[config.mk]
export PLATFORM = sky130hd
export DESIGN_NAME = clk_rst_seq
export DESIGN_NICKNAME = d
export VERILOG_FILES = /design/src/rtl/clk_rst_seq.sv
export SDC_FILE = /design/constraint.sdc
export NUM_CORES = 1
export LEC_CHECK = 0
export ABC_AREA = 1
export CAP_MARGIN = 20
export CORE_ASPECT_RATIO = 0.6
export CORE_MARGIN = 3
export CORE_UTILIZATION = 25
export DETAILED_ROUTE_END_ITERATION = 10
export GPL_ROUTABILITY_DRIVEN = 0
export SLEW_MARGIN = 5
export SYNTH_ARGS = -nofsm -noshare
export SYNTH_HDL_FRONTEND = slang
export SYNTH_SLANG_ARGS = --single-unit
[constraint.sdc]
create_clock -name clk -period 2.21 [get_ports clk]
set_input_delay 0.221 -clock clk [delete_from_list [all_inputs] [get_ports clk]]
set_output_delay 0.221 -clock clk [all_outputs]
set_load 0.01 [all_outputs]
[src/rtl/clk_rst_seq.sv]
// Lock-qualified reset sequencer with phase-accumulator clock-enable strobes.
// Runs entirely in the PLL output clock domain.
module clk_rst_seq #(
  parameter int unsigned               LOCK_FILT = 16,
  parameter int unsigned               RST_HOLD  = 32,
  parameter int unsigned               NUM_CE    = 2,
  parameter int unsigned               ACC_W     = 16,
  parameter logic [NUM_CE*ACC_W-1:0]   CE_INC    = {16'h1000, 16'h8000}
) (
  input  logic              clk,
  input  logic              rst,
  input  logic              pll_locked,
  input  logic              ce_run,
  input  logic              lock_lost_clr,
  output logic              sys_rst,
  output logic              sys_rst_n,
  output logic              ready,
  output logic              lock_lost,
  output logic [1:0]        state,
  output logic [NUM_CE-1:0] ce
);

  localparam int unsigned CNT_MAX = (LOCK_FILT > RST_HOLD) ? LOCK_FILT : RST_HOLD;
  localparam int unsigned CNT_W   = $clog2(CNT_MAX + 1);

  typedef enum logic [1:0] {
    ST_WAIT   = 2'd0,
    ST_FILTER = 2'd1,
    ST_HOLD   = 2'd2,
    ST_RUN    = 2'd3
  } state_e;

  state_e             state_q, state_d;
  logic [CNT_W-1:0]   cnt_q, cnt_d;
  logic               lock_meta_q, lock_meta_d;
  logic               lock_s_q, lock_s_d;
  logic               sys_rst_q, sys_rst_d;
  logic               sys_rst_n_q, sys_rst_n_d;
  logic               ready_q, ready_d;
  logic               lock_lost_q, lock_lost_d;
  logic [ACC_W-1:0]   acc_q [NUM_CE];
  logic [ACC_W-1:0]   acc_d [NUM_CE];
  logic [ACC_W:0]     sum   [NUM_CE];
  logic [NUM_CE-1:0]  ce_q, ce_d;
  logic               stay_run;
  logic               ce_adv;

  // Saturating increment of the shared filter/hold counter
  function automatic logic [CNT_W-1:0] cnt_inc(input logic [CNT_W-1:0] c);
    if (c == CNT_W'(CNT_MAX)) return c;
    return c + CNT_W'(1);
  endfunction

  // Lock synchroniser, sequencing FSM and reset outputs
  always_comb begin
    lock_meta_d = pll_locked;
    lock_s_d    = lock_meta_q;
    state_d     = state_q;
    cnt_d       = cnt_q;
    lock_lost_d = lock_lost_q;

    case (state_q)
      ST_WAIT: begin
        if (lock_s_q) begin
          state_d = ST_FILTER;
          cnt_d   = '0;
        end
      end
      ST_FILTER: begin
        if (!lock_s_q) begin
          state_d = ST_WAIT;
          cnt_d   = '0;
        end else if (cnt_q >= CNT_W'(LOCK_FILT - 1)) begin
          state_d = ST_HOLD;
          cnt_d   = '0;
        end else begin
          cnt_d   = cnt_inc(cnt_q);
        end
      end
      ST_HOLD: begin
        if (!lock_s_q) begin
          state_d = ST_WAIT;
          cnt_d   = '0;
        end else if (cnt_q >= CNT_W'(RST_HOLD - 1)) begin
          state_d = ST_RUN;
          cnt_d   = '0;
        end else begin
          cnt_d   = cnt_inc(cnt_q);
        end
      end
      ST_RUN: begin
        if (!lock_s_q) begin
          state_d = ST_WAIT;
          cnt_d   = '0;
        end
      end
      default: begin
        state_d = ST_WAIT;
        cnt_d   = '0;
      end
    endcase

    // A set on the same edge as a clear takes priority
    if (lock_lost_clr) lock_lost_d = 1'b0;
    if ((state_q == ST_RUN) && !lock_s_q) lock_lost_d = 1'b1;

    sys_rst_d   = (state_d != ST_RUN);
    sys_rst_n_d = (state_d == ST_RUN);
    ready_d     = (state_d == ST_RUN);
  end

  // Accumulators advance only on cycles that stay in RUN, so ce never meets sys_rst
  always_comb begin
    stay_run = (state_q == ST_RUN) && (state_d == ST_RUN);
    ce_adv   = stay_run && ce_run;
    ce_d     = '0;
    for (int i = 0; i < NUM_CE; i++) begin
      sum[i]   = {1'b0, acc_q[i]} + {1'b0, CE_INC[i*ACC_W +: ACC_W]};
      acc_d[i] = '0;
      if (ce_adv) begin
        acc_d[i] = sum[i][ACC_W-1:0];
        ce_d[i]  = sum[i][ACC_W];
      end else if (stay_run) begin
        acc_d[i] = acc_q[i];
      end
    end
  end

  always_ff @(posedge clk) begin
    if (rst) begin
      state_q     <= ST_WAIT;
      cnt_q       <= '0;
      lock_meta_q <= 1'b0;
      lock_s_q    <= 1'b0;
      sys_rst_q   <= 1'b1;
      sys_rst_n_q <= 1'b0;
      ready_q     <= 1'b0;
      lock_lost_q <= 1'b0;
      ce_q        <= '0;
      for (int i = 0; i < NUM_CE; i++) acc_q[i] <= '0;
    end else begin
      state_q     <= state_d;
      cnt_q       <= cnt_d;
      lock_meta_q <= lock_meta_d;
      lock_s_q    <= lock_s_d;
      sys_rst_q   <= sys_rst_d;
      sys_rst_n_q <= sys_rst_n_d;
      ready_q     <= ready_d;
      lock_lost_q <= lock_lost_d;
      ce_q        <= ce_d;
      for (int i = 0; i < NUM_CE; i++) acc_q[i] <= acc_d[i];
    end
  end

  assign state     = state_q;
  assign sys_rst   = sys_rst_q;
  assign sys_rst_n = sys_rst_n_q;
  assign ready     = ready_q;
  assign lock_lost = lock_lost_q;
  assign ce        = ce_q;

endmodule
# Yosys cells after proc, flatten, opt, wreduce, memory -nomap -nowiden
# Memory sizes are Yosys's and may differ from the RTL's.
# Index checks and enable logic that the tools add are counted.
# op_classes
add_sub_neg	3
n_mux	35
n_eq_ne	8
n_lt_le_gt_ge	2
reduce_logical	8
bitwise_logic	3
# ops
op	count
2-to-1 mux 16 bit	6
2-to-1 mux 6 bit	9
case mux 6 bit (4 select lines)	1
adder 16 x 13 -> 17 bit (second input constant)	1
adder 16 x 16 -> 17 bit (second input constant)	1
2-to-1 mux 1 bit	12
2-to-1 mux 2 bit	6
case mux 2 bit (4 select lines)	1
adder 6 x 1 -> 6 bit (second input constant)	1
equality test 2 bit (second input constant)	3
equality test 6 bit (second input constant)	1
>= comparator 6 x 4 -> 1 bit (second input constant)	1
>= comparator 6 x 5 -> 1 bit (second input constant)	1
inequality test 2 bit (second input constant)	3
logical AND 1 bit	3
equality test 2 x 1 -> 1 bit (second input constant)	1
logical NOT 2 bit	1
OR 1 bit	2
AND reduction 2 bit	1
nonzero test 2 bit	1
OR reduction 2 bit	1
logical NOT 1 bit	1
NOT 1 bit	1
# word_totals
regBits	15
word_cells	68
input_bits	5
mem_count	1
output_inout_bits	8
ramBits	32
# memory_table
name	words	width	rd	rd_clocked_by_memory_dff	write_ports	line_no	source
acc_q	2	16	2	0	2	41	logic [ACC_W-1:0] acc_q [NUM_CE];

# Depth between registers and ports, before layout
# Gate-level depths: netlist (run 1).
# logic_depth
ltp_word	9
ltp_mapped	9
mapped_depth_nobuf	9

# Least setup slack after synthesis (run 1)
# Ideal clock, no wire load.
# synth_path
path_type	flip-flop to flip-flop
startpoint	reg state_q[0], in the netlist state[0]
endpoint	reg cnt_q[1]
stages_incl_launch_ff	9
arrival_ns	1.437
period_less_slack_ns	1.554
n_path_buf	0
setup_time_ns	0.117
path_slack_ns	0.656
required_ns	2.093
cell_sequence	dfxtp_1 > inv_1 > ha_1 > or2_1 > o21a_1 > nor2_2 > inv_1 > o21ai_0 > nor2_1
# synth_via
elab_chain_len	3
elab_cells_between_ends	8
classes_between	5 x eq/ne; 1 x mux; 2 x reduce/logical
# synth_lines
element	line_no	source
from (decl)	33	state_e state_q, state_d;
from (signal assigned)	142	state_q <= state_d;
equality test 2 bit or logical NOT 2 bit (tied branches)	62	case (state_q)
inequality test 2 bit (no line)	n/a	
AND reduction 2 bit (no line)	n/a	
to (signal assigned)	143	cnt_q <= cnt_d;
to (decl)	34	logic [CNT_W-1:0] cnt_q, cnt_d;
# Several ways; a longest one is shown, not always the timed one.
# A chain may end at the register's enable or synchronous reset.

# Final worst setup path (run 1)
# layout_path
startpoint	reg state_q[1], in the netlist state[1]
endpoint	reg cnt_q[1]
# The elaborated chain is that of the path after synthesis.

==> impl_metrics.env, run 1 <==
export IMPL_power_clock_fraction=0.314
export IMPL_drt_pass1_iter_count=4
export IMPL_antenna_diode_count=0
export IMPL_fin_setup_tns_ns=0
export IMPL_r2r_end="cnt_q[1]"
export IMPL_post_place_instance_area_mm2=0.00117
export IMPL_worst_path_max_fanout=6
export IMPL_drt_wirelength_per_cell_um=9.91
export IMPL_min_from="lock_meta_q"
export IMPL_boundaryPins=13
export IMPL_timing_critical_path_from_type="flop"
export IMPL_postSynth_asyncResetShare=0
export IMPL_timing_hold_violations_final=0
export IMPL_power_leakage_nw=0.491
export IMPL_cts_repair_resize_count=0
export IMPL_postCtsSetupRepairBufs=0
export IMPL_fraction_of_layout_instances_using_a_drive_strength_above_1=0.0638
export IMPL_antenna_found_initial=0
export IMPL_standard_cell_rows=17
export IMPL_detailedRoute_firstIterationViolations=65
export IMPL_synth_top_area_frac=0.399
export IMPL_ys_seq_area_frac=0.399
export IMPL_timing_critical_path_required_ns=2.36
export IMPL_period_share=0.752
export IMPL_drt_vias_per_instance=4.27
export IMPL_gr_usage_all_layers=0.0831
export IMPL_worst_slew_pin_transition_ns=0.325
export IMPL_final_net_count=156
export IMPL_grt_pass1_wl_um=3010
export IMPL_syn_area_mm2=0.00100
export IMPL_initial_core_util=0.267
export IMPL_worst_endpoint_arrival_ns=1.81
export IMPL_finalNonFillerCells=188
export IMPL_reg2reg_depth=8
export IMPL_hold_critical_path_depth=2
export IMPL_final_setup_worst_slack_ns=0.547
export IMPL_yosysWarningCount=0
export IMPL_grt_start_max_net_pins=11
export IMPL_clock_tree_root_cell="sky130_fd_sc_hd__clkbuf_8"
export IMPL_power_frac_comb=0.171
export IMPL_cts_hold_bufs=0
export IMPL_period_needed_ns=1.66
export IMPL_fin_worst_skew_ns=0.00144
export IMPL_synth_ff_type="sky130_fd_sc_hd__dfxtp_1"
export IMPL_run_status="finished, final reports clean"
export IMPL_detailroute_via_count=803
export IMPL_areaGrowthSynthToFinish_pct=20.8
export IMPL_critPathKind="reg -> reg"
export IMPL_seq_power_share=0.515
export IMPL_routed_wl_um=1860
export IMPL_cts_max_level=1
export IMPL_clock_sinks=20
export IMPL_yosysTopAreaCell="sky130_fd_sc_hd__dfxtp_1"
export IMPL_holdPathEnd="lock_s_q"
export IMPL_reg2reg_slack_ns=0.55
export IMPL_grt_setup_unrepaired="false"
export IMPL_die_area_mm2=0.00484
export IMPL_count_of_final_setup_violators=0
export IMPL_grt_overflow_total=0
export IMPL_postSynthCellCount=128
export IMPL_timing_max_slew_rel_slack=0.782
export IMPL_floorplan_die_height_um=55.1
export IMPL_power_ir_vdd_worst_mv=0.176
export IMPL_detailedPlacementHpwl_um=1480
export IMPL_placed_insts=185
export IMPL_power_report_internal_total_w=0.000543
export IMPL_design_core_area_mm2=0.00376
export IMPL_maxClockFrequency_mhz=601
export IMPL_route_antenna_remaining_nets=0
export IMPL_net_count_after_synthesis=141
export IMPL_synth_area_per_cell_um2=7.85
export IMPL_grt_pass1_vias=648
export IMPL_origin_of_the_critical_flop_to_flop_path="state[1]"
export IMPL_synth_commonest_cells="20 x sky130_fd_sc_hd__dfxtp_1, 19 x sky130_fd_sc_hd__inv_1, 18 x sky130_fd_sc_hd__nand2_1, 18 x sky130_fd_sc_hd__nor2_1"
export IMPL_synth_top_cells_by_area="sky130_fd_sc_hd__dfxtp_1 40%, sky130_fd_sc_hd__ha_1 10%, sky130_fd_sc_hd__inv_1 7.1%, sky130_fd_sc_hd__nand2_1 6.7%, sky130_fd_sc_hd__nor2_1 6.7%"
export IMPL_buffers_added_on_ports=12
export IMPL_critPathCaptureType="flop"
export IMPL_synthesized_flop_and_latch_total=20
export IMPL_post_synth_edffs=0
export IMPL_numCtsBuffers=3
export IMPL_clk_path_buf_depth=2
export IMPL_timing_hold_worst_class="reg -> reg"
export IMPL_crit_start="state[1]"
export IMPL_path_clk_slew_ns=0.07
export IMPL_synth_cell_type_count=26
export IMPL_most_numerous_cell_in_the_yosys_netlist="sky130_fd_sc_hd__dfxtp_1"
export IMPL_max_cap_violations=0
export IMPL_cts_tree="built"
export IMPL_stdcell_area_mm2=0.00121
export IMPL_drt_drc_violations_left=0
export IMPL_power_density_mw_per_mm2=609
export IMPL_power_net_switching_w=0.000196
export IMPL_switching_share=0.265
export IMPL_post_place_ws_ns=0.553
export IMPL_die_w_um=87.8
export IMPL_timing_max_transition_violations_final=0
export IMPL_clock_insertion_delay_at_the_later_pin_of_the_skew_report_ns=0.25
-- power by group through the flow --
stage / logic [W] / registers [W] / clock network (W)
3_3_place_gp: 0.000126 / 0.000389 / 0
5_1_grt: 0.000143 / 0.000382 / 0.000258
6_report: 0.000127 / 0.000381 / 0.000232
4_1_cts: 0.000126 / 0.000380 / 0.000245
3_5_place_dp: 0.000126 / 0.000389 / 0
2_1_floorplan: 0.0000896 / 0.000389 / 0
-- worst max-delay path: stages (launching register included) --
cell                      delay, ns
sky130_fd_sc_hd__dfxtp_1       0.44
sky130_fd_sc_hd__inv_1         0.11
sky130_fd_sc_hd__ha_1          0.18
sky130_fd_sc_hd__or2_1         0.20
sky130_fd_sc_hd__o21a_1        0.17
sky130_fd_sc_hd__nor2_2        0.17
sky130_fd_sc_hd__inv_1         0.08
sky130_fd_sc_hd__o21ai_0       0.15
sky130_fd_sc_hd__nor2_1        0.06
-- how the worst max path moves through the flow --
stage,endpoint,slack [ns],cells after the start
detailed placement,cnt_q[1],0.55,8
global route,cnt_q[1],0.36,8
floorplan,cnt_q[1],0.66,8
finish,cnt_q[1],0.55,8
CTS,cnt_q[1],0.54,8
global placement,acc_q[0][15],0.56,9
-- layout make-up --
| type | count | area [um^2] |
|---|---|---|
| multi-input cells | 87 | 522 |
| fillers | 389 | 2550 |
| repair buffers | 12 | 120 |
| clock buffers | 3 | 41.3 |
| well taps | 47 | 58.8 |
| inverters | 19 | 71.3 |
| flip-flops and latches | 20 | 400 |
-- cell usage in the layout, fill, tap and decap left out, drive strengths merged --
cell	count
dfxtp	20
inv	19
nor2	19
nand2	19
clkdlybuf4s50	12
nand3	10
ha	8
a21oi	8
nor3	5
o21ai	4
nand4	3
clkbuf	3
xnor2	2
nand3b	2
xor2	2
or2	1
o21a	1
o211ai	1
and2	1
mux2i	1
-- per-stage QoR --
step                total power (W)   util  hold slack, ns
finish                     0.000739  0.322           0.408
global route               0.000783  0.322           0.433
CTS                        0.000751  0.322           0.410
detailed placement         0.000515  0.311           0.400
global placement           0.000514  0.311           0.394
floorplan                  0.000478      -           0.290
-- registers in the layout (all words and copies together), names as in the netlist --
name and cells:
ready 1, cnt_q 6, acc_q 5, lock_s_q 1, ce 2, lock_lost 1, lock_meta_q 1, sys_rst 1
state 2
-- layer usage --
| metal | global-route usage | wire length, um | vias up |
|---|---|---|---|
| li1 | - | - | 432 |
| met5 | 0 | 0 | - |
| met1 | 0.122 | 1040 | 347 |
| met2 | 0.105 | 666 | 22 |
| met4 | 0.0383 | 30 | 0 |
| met3 | 0.0281 | 127 | 2 |
-- cells by family (layout without fill, tap and decap cells) --
family,Yosys count,after routing,synth area share
AOI/OAI and AO/OA,14,14,0.0897
xor gates and xnor gates,4,4,0.0349
adders and majority gates,8,8,0.0996
buffers and inverters,21,34,0.0822
DFF,20,20,0.399
muxes,1,1,0.00996
and+or+nand+nor,60,60,0.285
(Power assumes the default switching activity.)
==> run 2, diff against run 1 <==
==> constraint.sdc (replaced) <==
create_clock -name clk -period 1.35 [get_ports clk]
set_input_delay 0.135 -clock clk [delete_from_list [all_inputs] [get_ports clk]]
set_output_delay 0.135 -clock clk [all_outputs]
set_load 0.01 [all_outputs]
==> run 2 against run 1 <==
Worst setup slack got worse by 0.74 ns. Clock power increased by 72%. Largest cell class unchanged. Sequential power increased by 66%. Clock skew increased by 0.0067 ns. Via count increased by 26%. The run now ends with setup timing left. Register-to-register slack got worse by 0.74 ns.
==> impl_metrics.env, run 2 (synthesis gave the netlist of run 1 again) <==
export IMPL_run_status="finished, violations left"
export IMPL_failing_checks="setup timing"
export IMPL_cts_max_level=1
export IMPL_core_utilization_of_the_finished_layout=0.434
export IMPL_most_frequent_standard_cell_in_the_layout_excluding_fill_and_tap_cells="sky130_fd_sc_hd__buf_4"
export IMPL_placed_insts=197
export IMPL_grt_setup_unrepaired="true"
export IMPL_multi_input_comb_area_um2=716
export IMPL_cts_hold_bufs=0
export IMPL_die_area_mm2=0.00484
export IMPL_floorplan_die_height_um=55.1
export IMPL_reg2reg_depth=8
export IMPL_detailroute_via_count=1015
export IMPL_power_net_switching_w=0.000445
export IMPL_timing_hold_worst_class="in -> reg"
export IMPL_routed_wl_um=3010
export IMPL_fin_setup_tns_ns=-2.34
export IMPL_global_route_peak_usage_layer="met2"
export IMPL_detailedPlacementHpwl_um=1720
export IMPL_design_core_area_mm2=0.00376
export IMPL_timing_critical_path_required_ns=1.55
export IMPL_buffers_added_on_ports=12
export IMPL_period_needed_ns=1.54
export IMPL_power_report_internal_total_w=0.00102
export IMPL_timing_hold_violations_final=0
export IMPL_grt_start_max_net_pins=12
export IMPL_max_cap_violations=0
export IMPL_worst_path_max_fanout=4
export IMPL_timing_max_transition_violations_final=0
export IMPL_power_density_mw_per_mm2=897
export IMPL_antenna_diode_count=0
export IMPL_count_of_final_setup_violators=16
export IMPL_nFillCells=330
export IMPL_max_flop_register="cnt_q"
export IMPL_fin_worst_skew_ns=0.00818
export IMPL_worst_endpoint_arrival_ns=1.74
export IMPL_numCtsBuffers=3
export IMPL_clk_path_buf_depth=2
export IMPL_critPathKind="reg -> reg"
export IMPL_layout_top_registers="cnt_q (6), acc_q (5)"
export IMPL_final_net_count=180
export IMPL_drt_drc_violations_left=0
export IMPL_detailedRoute_firstIterationViolations=54
export IMPL_power_ir_vdd_worst_mv=0.336
export IMPL_die_w_um=87.8
export IMPL_switching_share=0.304
export IMPL_finalNonFillerCells=213
export IMPL_power_clock_fraction=0.272
export IMPL_grt_use_met1=0.141
export IMPL_standard_cell_rows=17
export IMPL_met2_usage=0.219
export IMPL_final_setup_worst_slack_ns=-0.193
export IMPL_largest_register_ffs=6
export IMPL_hold_critical_path_depth=3
export IMPL_grt_use_met3=0.0340
export IMPL_initial_core_util=0.267
export IMPL_power_leakage_nw=0.646
export IMPL_report_power_total_w=0.00147
export IMPL_grt_pass1_wl_um=4390
export IMPL_layout_cells_most_common_list="18 x sky130_fd_sc_hd__buf_4, 15 x sky130_fd_sc_hd__dfxtp_1, 13 x sky130_fd_sc_hd__nand2_1, 13 x sky130_fd_sc_hd__inv_1"
export IMPL_seq_power_share=0.431
export IMPL_boundaryPins=13
export IMPL_clock_tree_root_cell="sky130_fd_sc_hd__clkbuf_8"
export IMPL_clock_sinks=20
export IMPL_drt_pass1_iter_count=4
export IMPL_power_frac_comb=0.297
export IMPL_drt_vias_per_instance=4.77
export IMPL_fraction_of_layout_instances_using_a_drive_strength_above_1=0.482
export IMPL_path_clk_slew_ns=0.07
export IMPL_cts_tree="built"
export IMPL_route_antenna_remaining_nets=0
export IMPL_period_share=1.14
export IMPL_reg2reg_slack_ns=-0.19
export IMPL_worst_slew_pin_transition_ns=0.298
export IMPL_gr_usage_all_layers=0.120
export IMPL_antenna_found_initial=0
export IMPL_timing_max_slew_rel_slack=0.801
export IMPL_critPathCaptureType="flop"
export IMPL_sequential_cell_area_um2=412
export IMPL_clock_insertion_delay_at_the_later_pin_of_the_skew_report_ns=0.26
export IMPL_grt_overflow_total=0
export IMPL_timing_critical_path_from_type="flop"
export IMPL_maxClockFrequency_mhz=648
export IMPL_areaGrowthSynthToFinish_pct=62.8
export IMPL_grt_pass1_vias=964
export IMPL_drt_wirelength_per_cell_um=14.1
## run 2: changes by cell type in the layout (fill, tap and decap cells not counted), sizes merged
cell,before,now
buf,0,24
clkbuf,3,4
clkdlybuf4s50,12,10
dlygate4sd2,0,2
## run 2: metal layers
layer,wire length [um],vias up
met5,0,-
met4,92,0
met3,150,9
met2,1480,37
met1,1290,483
li1,-,486
## run 2: cell type report
class                      count  share of cell area
clock buffer                   4              0.0275
inverter                      19              0.0513
multi-input combinational     87               0.438
sequential                    20               0.252
tap                           47              0.0360
timing repair buffer          36               0.196
## run 2: final timing paths
kind | to | from
max | cnt_q[5] | state[0]
min | lock_meta_q | pll_locked
max reg2reg | cnt_q[5] | state[0]
min reg2reg | lock_s_q | lock_meta_q
## run 2: power by group through the flow
stage | sequential, W | combinational (W) | clock, W
global placement | 0.000637 | 0.000250 | 0
finish | 0.000632 | 0.000436 | 0.000399
CTS | 0.000631 | 0.000343 | 0.000411
global route | 0.000634 | 0.000469 | 0.000431
detailed placement | 0.000639 | 0.000257 | 0
floorplan | 0.000641 | 0.000154 | 0
## run 2: critical path: stages (launching register included)
cell,delay [ns]
sky130_fd_sc_hd__dfxtp_4,0.39
sky130_fd_sc_hd__inv_6,0.05
sky130_fd_sc_hd__ha_4,0.14
sky130_fd_sc_hd__or2_1,0.22
sky130_fd_sc_hd__o21a_4,0.16
sky130_fd_sc_hd__inv_4,0.07
sky130_fd_sc_hd__nand3b_1,0.11
sky130_fd_sc_hd__nand3b_1,0.20
sky130_fd_sc_hd__a21oi_2,0.14
## run 2: repair_timing
item                                    CTS  global route
gates resized for setup                  30            33
setup buffers                             8             4
endpoints found under the setup margin   17            17
pin swaps                                 9            15
## run 2: per-stage QoR
stage,setup slack (ns),instance area [um^2],hold slack (ns)
2_1_floorplan,-0.0378,1030,0.202
3_3_place_gp,-0.119,1290,0.391
3_5_place_dp,-0.146,1290,0.399
4_1_cts,-0.122,1490,0.407
5_1_grt,-0.262,1640,0.417
6_report,-0.193,1640,0.402
==> run 3, diff against run 2 <==
--- a/config.mk
+++ b/config.mk
@@ -12,7 +12,9 @@
 export CORE_UTILIZATION = 25
 export DETAILED_ROUTE_END_ITERATION = 10
 export GPL_ROUTABILITY_DRIVEN = 0
+export MAX_ROUTING_LAYER = met4
 export SLEW_MARGIN = 5
 export SYNTH_ARGS = -nofsm -noshare
 export SYNTH_HDL_FRONTEND = slang
 export SYNTH_SLANG_ARGS = --single-unit
+export TNS_END_PERCENT = 5
==> run 3 against run 2 <==
The run still ends with setup timing left. Utilization down 1.9 points. Sequential cell count unchanged. Total power down 1.7%. Register-to-register slack about the same. Clock skew down 0.0060 ns. Wire length down 21%. Largest power group unchanged.
==> impl_metrics.env, run 3 (synthesis gave the netlist of run 1 again) <==
export IMPL_power_leakage_nw=0.646
export IMPL_die_area_mm2=0.00484
export IMPL_max_cap_violations=0
export IMPL_timing_critical_path_required_ns=1.54
export IMPL_crit_start="state[1]"
export IMPL_core_utilization_of_the_finished_layout=0.415
export IMPL_power_ir_vdd_worst_mv=0.399
export IMPL_gr_usage_all_layers=0.102
export IMPL_clock_insertion_delay_at_the_later_pin_of_the_skew_report_ns=0.26
export IMPL_power_density_mw_per_mm2=923
export IMPL_layout_top_registers="cnt_q (6), acc_q (5)"
export IMPL_boundaryPins=13
export IMPL_min_from="pll_locked"
export IMPL_numCtsBuffers=3
export IMPL_grt_pass1_vias=814
export IMPL_final_setup_worst_slack_ns=-0.191
export IMPL_initial_core_util=0.267
export IMPL_drt_wirelength_per_cell_um=11.0
export IMPL_origin_of_the_critical_flop_to_flop_path="state[1]"
export IMPL_worst_slew_pin_transition_ns=0.236
export IMPL_standard_cell_rows=17
export IMPL_report_power_total_w=0.00144
export IMPL_drt_drc_violations_left=0
export IMPL_period_share=1.14
export IMPL_detailedPlacementHpwl_um=1720
export IMPL_detailedRoute_firstIterationViolations=78
export IMPL_final_net_count=183
export IMPL_grt_overflow_total=0
export IMPL_worst_path_max_fanout=5
export IMPL_antenna_found_initial=0
export IMPL_maxClockFrequency_mhz=649
export IMPL_floorplan_die_height_um=55.1
export IMPL_grt_pass1_wl_um=3550
export IMPL_grt_setup_unrepaired="true"
export IMPL_clk_path_buf_depth=2
export IMPL_timing_max_slew_rel_slack=0.842
export IMPL_clock_sinks=20
export IMPL_count_of_final_setup_violators=16
export IMPL_critPathCaptureType="flop"
export IMPL_areaGrowthSynthToFinish_pct=55.5
export IMPL_failing_checks="setup timing"
export IMPL_routed_wl_um=2380
export IMPL_fraction_of_layout_instances_using_a_drive_strength_above_1=0.379
export IMPL_largest_register_ffs=6
export IMPL_critPathKind="reg -> reg"
export IMPL_route_antenna_remaining_nets=0
export IMPL_period_needed_ns=1.54
export IMPL_buffers_added_on_ports=12
export IMPL_clock_tree_root_cell="sky130_fd_sc_hd__clkbuf_8"
export IMPL_timing_hold_violations_final=0
export IMPL_timing_max_transition_violations_final=0
export IMPL_run_status="finished, violations left"
export IMPL_drt_vias_per_instance=4.31
export IMPL_most_frequent_standard_cell_in_the_layout_excluding_fill_and_tap_cells="sky130_fd_sc_hd__buf_4"
export IMPL_antenna_diode_count=0
export IMPL_drt_pass1_iter_count=4
export IMPL_cts_tree="built"
export IMPL_path_clk_slew_ns=0.07
export IMPL_die_w_um=87.8
export IMPL_cts_hold_bufs=0
export IMPL_layout_cells_most_common_list="27 x sky130_fd_sc_hd__buf_4, 16 x sky130_fd_sc_hd__inv_1, 16 x sky130_fd_sc_hd__dfxtp_1, 15 x sky130_fd_sc_hd__nand2_1, 13 x sky130_fd_sc_hd__nor2_1"
export IMPL_grt_start_max_net_pins=12
export IMPL_timing_critical_path_from_type="flop"
export IMPL_nFillCells=375
export IMPL_timing_hold_worst_class="in -> reg"
export IMPL_design_core_area_mm2=0.00376
export IMPL_detailroute_via_count=930
export IMPL_fin_worst_skew_ns=0.00218
export IMPL_worst_endpoint_arrival_ns=1.73
export IMPL_cts_max_level=1
export IMPL_max_flop_register="cnt_q"
-- run 3: layer usage --
metal / vias up / GRT usage / part of all wire
met5: - / - / 0
met4: 0 / 0.0383 / 0.013
met1: 400 / 0.140 / 0.52
met3: 4 / 0.0488 / 0.095
li1: 492 / - / -
met2: 34 / 0.124 / 0.37
-- run 3: worst paths after layout --
| kind | end | slack (ns) | depth (start not counted) |
|---|---|---|---|
| worst max register to register | cnt_q[5] | -0.19 | 8 |
| worst max-delay path | cnt_q[5] | -0.19 | 8 |
| worst min register to register | lock_s_q | 0.40 | 2 |
| worst min-delay path | lock_meta_q | 0.39 | 3 |
-- run 3: final cells by class --
| cell class | count | area [um^2] | share of cell area |
|---|---|---|---|
| timing repair buffer | 39 | 323 | 0.207 |
| sequential | 20 | 410 | 0.263 |
| clock buffer | 4 | 55.1 | 0.0352 |
| inverter | 19 | 81.3 | 0.0520 |
| multi-input combinational | 87 | 634 | 0.406 |
| tap | 47 | 58.8 | 0.0376 |
-- run 3: per-stage QoR --
stage	setup TNS, ns	hold slack (ns)	cells	instance area (um^2)	setup WS (ns)
after floorplan	-0.209	0.202	128	1010	-0.0662
after CTS	-1.36	0.381	210	1410	-0.132
after global routing	-3.30	0.390	216	1560	-0.291
final	-2.07	0.386	216	1560	-0.191
after global placement	-1.35	0.390	205	1330	-0.218
after detailed placement	-1.66	0.398	205	1330	-0.212
-- run 3: worst max-delay path, stage by stage, from the launching register on --
cell and delay [ns]:
sky130_fd_sc_hd__dfxtp_4 0.42, sky130_fd_sc_hd__inv_6 0.06, sky130_fd_sc_hd__ha_4 0.15, sky130_fd_sc_hd__or2_1 0.20
sky130_fd_sc_hd__o21a_2 0.15, sky130_fd_sc_hd__inv_2 0.07, sky130_fd_sc_hd__nand3b_1 0.09, sky130_fd_sc_hd__nand3b_1 0.18
sky130_fd_sc_hd__a21oi_2 0.16
-- run 3: report_power, final --
| part | internal [W] | total (W) | switching [W] |
|---|---|---|---|
| clock network | 0.000259 | 0.000455 | 0.000196 |
| logic | 0.000181 | 0.000353 | 0.000173 |
| registers | 0.000610 | 0.000635 | 0.0000249 |
-- run 3: repair_timing --
action,in CTS,in global routing
setup endpoints to repair,17,17
gates resized for setup,10,26
pin swaps,2,11
buffers inserted,1,6
